--- config.mk ---
export PLATFORM = sky130hd
export DESIGN_NAME = cdb_arbiter
export DESIGN_NICKNAME = d
export VERILOG_FILES = /design/src/rtl/cdb_arbiter.sv
export SDC_FILE = /design/constraint.sdc
export NUM_CORES = 1
export LEC_CHECK = 0
export CAP_MARGIN = 20
export CORE_UTILIZATION = 40
export CTS_BUF_LIST = sky130_fd_sc_hd__clkbuf_8 sky130_fd_sc_hd__clkbuf_16
export DETAILED_ROUTE_END_ITERATION = 12
export GPL_TIMING_DRIVEN = 1
export PLACE_DENSITY = 0.83
export SLEW_MARGIN = 20
export SYNTH_ARGS = -nofsm -noshare
export SYNTH_HDL_FRONTEND = slang
export SYNTH_SLANG_ARGS = --single-unit
--- constraint.sdc ---
create_clock -name clk -period 11.15 [get_ports clk]
set_clock_uncertainty 0.2 [all_clocks]
set_input_delay 3.345 -clock clk [delete_from_list [all_inputs] [get_ports clk]]
set_output_delay 3.345 -clock clk [all_outputs]
set_load 0.01 [all_outputs]
--- src/rtl/cdb_arbiter.sv ---
// Common data bus arbiter: round-robin grant among functional-unit results,
// with flush masking and a one-cycle registered broadcast stage.
module cdb_arbiter #(
    parameter int XLEN      = 32,
    parameter int TAG_WIDTH = 4,
    parameter int BUF_SIZE  = 16,
    parameter int N_REQ     = 4,
    parameter int IDX_W     = $clog2(N_REQ)
) (
    input  logic                                clk,
    input  logic                                reset,
    input  logic [N_REQ-1:0]                    req_valid,
    input  logic [N_REQ-1:0][XLEN-1:0]          req_data,
    input  logic [N_REQ-1:0][TAG_WIDTH:0]       req_rob_tag,
    input  logic [N_REQ-1:0]                    req_exception,
    input  logic [N_REQ-1:0]                    req_branch_mispredict,
    output logic [N_REQ-1:0]                    req_ready,
    input  logic                                flush,
    input  logic [BUF_SIZE-1:0]                 rob_flush,
    output logic                                cdb_valid,
    output logic [XLEN-1:0]                     cdb_data,
    output logic [TAG_WIDTH:0]                  cdb_rob_tag,
    output logic                                cdb_exception,
    output logic                                cdb_branch_mispredict,
    output logic [IDX_W-1:0]                    cdb_grant_id
);

    logic [IDX_W-1:0]   r_rr_ptr;
    logic               r_cdb_valid;
    logic [XLEN-1:0]    r_cdb_data;
    logic [TAG_WIDTH:0] r_cdb_rob_tag;
    logic               r_cdb_exception;
    logic               r_cdb_branch_mispredict;
    logic [IDX_W-1:0]   r_cdb_grant_id;

    logic [N_REQ-1:0]   w_eligible;
    logic               w_found;
    logic [IDX_W-1:0]   w_gnt_idx;
    logic [IDX_W:0]     w_scan;
    logic [N_REQ-1:0]   w_ready;
    logic [IDX_W-1:0]   w_rr_next;

    // Eligibility: valid, out of reset, and not targeting a ROB entry being flushed.
    always_comb begin
        w_eligible = '0;
        for (int i = 0; i < N_REQ; i++) begin
            w_eligible[i] = reset && req_valid[i]
                            && !(flush && rob_flush[req_rob_tag[i][TAG_WIDTH-1:0]]);
        end
    end

    // Round-robin search starting at the pointer, wrapping modulo N_REQ.
    always_comb begin
        w_found   = 1'b0;
        w_gnt_idx = '0;
        w_scan    = '0;
        for (int k = 0; k < N_REQ; k++) begin
            w_scan = {1'b0, r_rr_ptr} + (IDX_W+1)'(k);
            if (w_scan >= (IDX_W+1)'(N_REQ)) begin
                w_scan = w_scan - (IDX_W+1)'(N_REQ);
            end else begin
                w_scan = w_scan;
            end
            if (!w_found && w_eligible[w_scan[IDX_W-1:0]]) begin
                w_found   = 1'b1;
                w_gnt_idx = w_scan[IDX_W-1:0];
            end else begin
                w_found   = w_found;
            end
        end
    end

    // One-hot grant vector and the pointer value following this grant.
    always_comb begin
        w_ready   = '0;
        w_rr_next = r_rr_ptr;
        if (w_found) begin
            w_ready[w_gnt_idx] = 1'b1;
            if (w_gnt_idx == IDX_W'(N_REQ - 1)) begin
                w_rr_next = '0;
            end else begin
                w_rr_next = w_gnt_idx + IDX_W'(1);
            end
        end else begin
            w_ready   = '0;
            w_rr_next = r_rr_ptr;
        end
    end

    // Broadcast register; without a new transfer valid drops, which also retires
    // any in-flight broadcast whose tag is being flushed.
    always_ff @(posedge clk or negedge reset) begin
        if (!reset) begin
            r_rr_ptr                <= '0;
            r_cdb_valid             <= 1'b0;
            r_cdb_data              <= '0;
            r_cdb_rob_tag           <= '0;
            r_cdb_exception         <= 1'b0;
            r_cdb_branch_mispredict <= 1'b0;
            r_cdb_grant_id          <= '0;
        end else if (w_found) begin
            r_rr_ptr                <= w_rr_next;
            r_cdb_valid             <= 1'b1;
            r_cdb_data              <= req_data[w_gnt_idx];
            r_cdb_rob_tag           <= req_rob_tag[w_gnt_idx];
            r_cdb_exception         <= req_exception[w_gnt_idx];
            r_cdb_branch_mispredict <= req_branch_mispredict[w_gnt_idx];
            r_cdb_grant_id          <= w_gnt_idx;
        end else begin
            r_cdb_valid             <= 1'b0;
        end
    end

    assign req_ready             = w_ready;
    assign cdb_valid             = r_cdb_valid;
    assign cdb_data              = r_cdb_data;
    assign cdb_rob_tag           = r_cdb_rob_tag;
    assign cdb_exception         = r_cdb_exception;
    assign cdb_branch_mispredict = r_cdb_branch_mispredict;
    assign cdb_grant_id          = r_cdb_grant_id;

endmodule

==> impl_metrics.env <==
export IMPL_layout_common_cells="223 x clkdlybuf4s50_1, 46 x mux2i_1, 44 x dfrtp_1, 32 x nand3_1, 27 x nand2_1"
export IMPL_yosysWarnings=0
export IMPL_numCtsBuffers=5
export IMPL_num_vias=3911
export IMPL_start_kind="primary input"
export IMPL_power_frac_seq_pct=29.1
export IMPL_switching_share_pct=38.0
export IMPL_globalRouteOverflowTotal=0
export IMPL_final_setup_tns_ns=0
export IMPL_utilization_pct=68.4
export IMPL_dp_cells=663
export IMPL_diodes=0
export IMPL_synth_top_area_cell="dfrtp_1"
export IMPL_syn_to_final_growth_pct=66.2
export IMPL_grt_pass1_vias=3897
export IMPL_multiInputGateArea_um2=2290
export IMPL_yosysTopAreaCellShare_pct=30.8
export IMPL_nFillCells=676
export IMPL_crit_type="in2out"
export IMPL_p_switching_uw=346
export IMPL_synth_area_um2=3570
export IMPL_ff_latch_area_um2=1100
export IMPL_syn_area_per_cell_um2=10.2
export IMPL_drv_cap=0
export IMPL_layout_commonest_cell="clkdlybuf4s50_1"
export IMPL_p_comb_share_pct=60.1
export IMPL_vias_per_cell=5.84
export IMPL_cts_resized=0
export IMPL_dieWidth_um=96.5
export IMPL_clock_sinks=44
export IMPL_ys_seq_area_share_pct=30.8
export IMPL_start_util_pct=41.2
export IMPL_worstHoldPathType="reg2reg"
export IMPL_async_reset_ff_share_pct=100
export IMPL_synth_cells=351
export IMPL_antenna_found_initial=0
export IMPL_final_antenna_net_count=0
export IMPL_cp_arrival_ns=6.94
export IMPL_finalSetupViolCount=0
export IMPL_cts_setup_buffers=0
export IMPL_core_um2=8680
export IMPL_io_buffer_count=224
export IMPL_drive_gt1_share_pct=13.0
export IMPL_instances_no_fill=670
export IMPL_final_hold_violation_count=0
export IMPL_worstMarginPinSlew_ns=0.977
export IMPL_place_gp_congestion=0.811
export IMPL_routed_wl_mm=12.9
export IMPL_die_area_um2=9310
export IMPL_die_h_um=96.5
export IMPL_clock_latency_ns=0.29
export IMPL_place_hpwl_mm=10.1
export IMPL_synth_edff_count=0
export IMPL_drc_errors=0
export IMPL_p_total_uw=910
export IMPL_ys_types=48
export IMPL_synthTopCellsByArea="dfrtp_1 31%, mux2i_1 13%, mux4_2 10%"
export IMPL_relSlewSlack_pct=34.7
export IMPL_syn_nets=534
export IMPL_status="finished, final reports clean"
export IMPL_ys_ff_latch=44
export IMPL_period_share_pct=94.0
export IMPL_final_setup_worst_slack_ns=0.666
export IMPL_h_tree_depth=2
export IMPL_grt_usage_pct=26.7
export IMPL_grt_max_degree=36
export IMPL_final_nets=745
export IMPL_rsz0062_at_grt="no"
export IMPL_pre_cts_ws_ns=0.669
export IMPL_critical_path_max_fanout=21
export IMPL_ir_drop_v=0.000103
export IMPL_drv_slew=0
export IMPL_cts_hold_buf=0
export IMPL_wire_per_inst_um=19.3
export IMPL_p_leak_nw=2.43
export IMPL_power_density_nw_per_um2=153
export IMPL_drt_iter0_drc=133
export IMPL_cts_tree="done"
export IMPL_synth_flop_cell="dfrtp_1"
export IMPL_clkPwrFrac_pct=10.8
export IMPL_cts_root_buf="clkbuf_8"
export IMPL_fp_row_count=34
export IMPL_endpoint_kind="output port"
export IMPL_clockBufferDepth=2
export IMPL_intPower_uw=564
export IMPL_grt_pass1_wl_mm=19.0
export IMPL_clk_pin_slew_worst_paths_ns=0.08
export IMPL_fin_crit_ns=10.48
export IMPL_cp_required_ns=7.61
export IMPL_max_freq_mhz=95.4
export IMPL_first_pass_iters=4
export IMPL_io_pins=225
[registers in the layout, indices dropped and copies added, names as in the netlist]
name                   cells
cdb_branch_mispredict      1
cdb_data                  32
cdb_exception              1
cdb_grant_id               2
cdb_rob_tag                5
cdb_valid                  1
r_rr_ptr                   2
[final cells by class]
class	count	area share, %
timing repair buffer	232	38.7
multi-input combinational	271	38.6
sequential	44	18.5
tap	108	2.28
clock buffer	5	1.16
inverter	8	0.506
clock inverter	2	0.211
[routing by layer]
layer | wire length (µm) | track usage (%) | up-vias
li1 | - | - | 1803
met1 | 4870 | 30.5 | 1889
met2 | 6500 | 47.9 | 187
met3 | 1140 | 6.42 | 32
met4 | 402 | 10.4 | 0
met5 | 0 | 0 | -
[power groups by stage]
| stage | logic (mW) | clock network [mW] | registers (mW) |
|---|---|---|---|
| 6_report | 0.547 | 0.0981 | 0.265 |
| 5_1_grt | 0.590 | 0.106 | 0.272 |
| 4_1_cts | 0.552 | 0.0999 | 0.265 |
| 3_5_place_dp | 0.551 | 0 | 0.266 |
| 3_3_place_gp | 0.540 | 0 | 0.264 |
| 2_1_floorplan | 0.261 | 0 | 0.290 |
[synthesized netlist by cell type (all sizes together) (2+ instances only)]
cell     count
a211o        2
a211oi       2
a21oi        5
a221oi       9
a2bb2oi      2
a31o         2
and2         5
and3         3
and3b        3
buf         17
clkbuf      11
dfrtp       44
ha           4
inv          8
mux2        15
mux2i       46
mux4        16
nand2       29
nand2b       2
nand3       32
nor2        13
nor2b        5
o211ai       7
o21ai       22
o221a       15
o221ai      16
o22ai        2
or3          3
[worst max-delay path: stages]
cell and delay [ns]:
clkdlybuf4s50_1 0.63, mux4_2 0.56, a221o_1 0.38, a211oi_4 0.32
or2_2 0.19, a211oi_4 0.06, inv_1 0.55, ha_1 0.24
and2_1 0.12, clkdlybuf4s50_1 0.53
[final timing paths]
check	startpoint	end	slack, ns	cells past startpoint
max in group asynchronous	reset	cdb_grant_id[1]	7.17	2
min in group asynchronous	reset	cdb_data[4]	2.76	1
hold / removal	cdb_grant_id[0]	cdb_grant_id[0]	0.29	2
hold reg to reg	cdb_grant_id[0]	cdb_grant_id[0]	0.29	2
setup / recovery	req_rob_tag[0]	req_ready[1]	0.67	10
setup reg to reg	r_rr_ptr[0]	cdb_data[11]	8.14	7
[cells by family (layout without fill, tap and decap cells)]
group	after synthesis	count (layout)	share of synthesized area [%]
AOI/OAI and AO/OA	93	93	21.6
adders and majority gates	4	4	1.40
buffers and inverters	36	247	5.04
DFF	44	44	30.8
muxes	77	77	27.7
and+or+nand+nor	97	97	13.4
[through the flow]
stage               cell area (µm²)  hold slack (ns)
CTS                            5940            0.295
finish                         5940            0.291
detailed placement             5850            0.274
global route                   5940            0.316
global placement               5850            0.261
floorplan                      3570            0.315
Note: power is estimated with default switching activity, not from simulation.
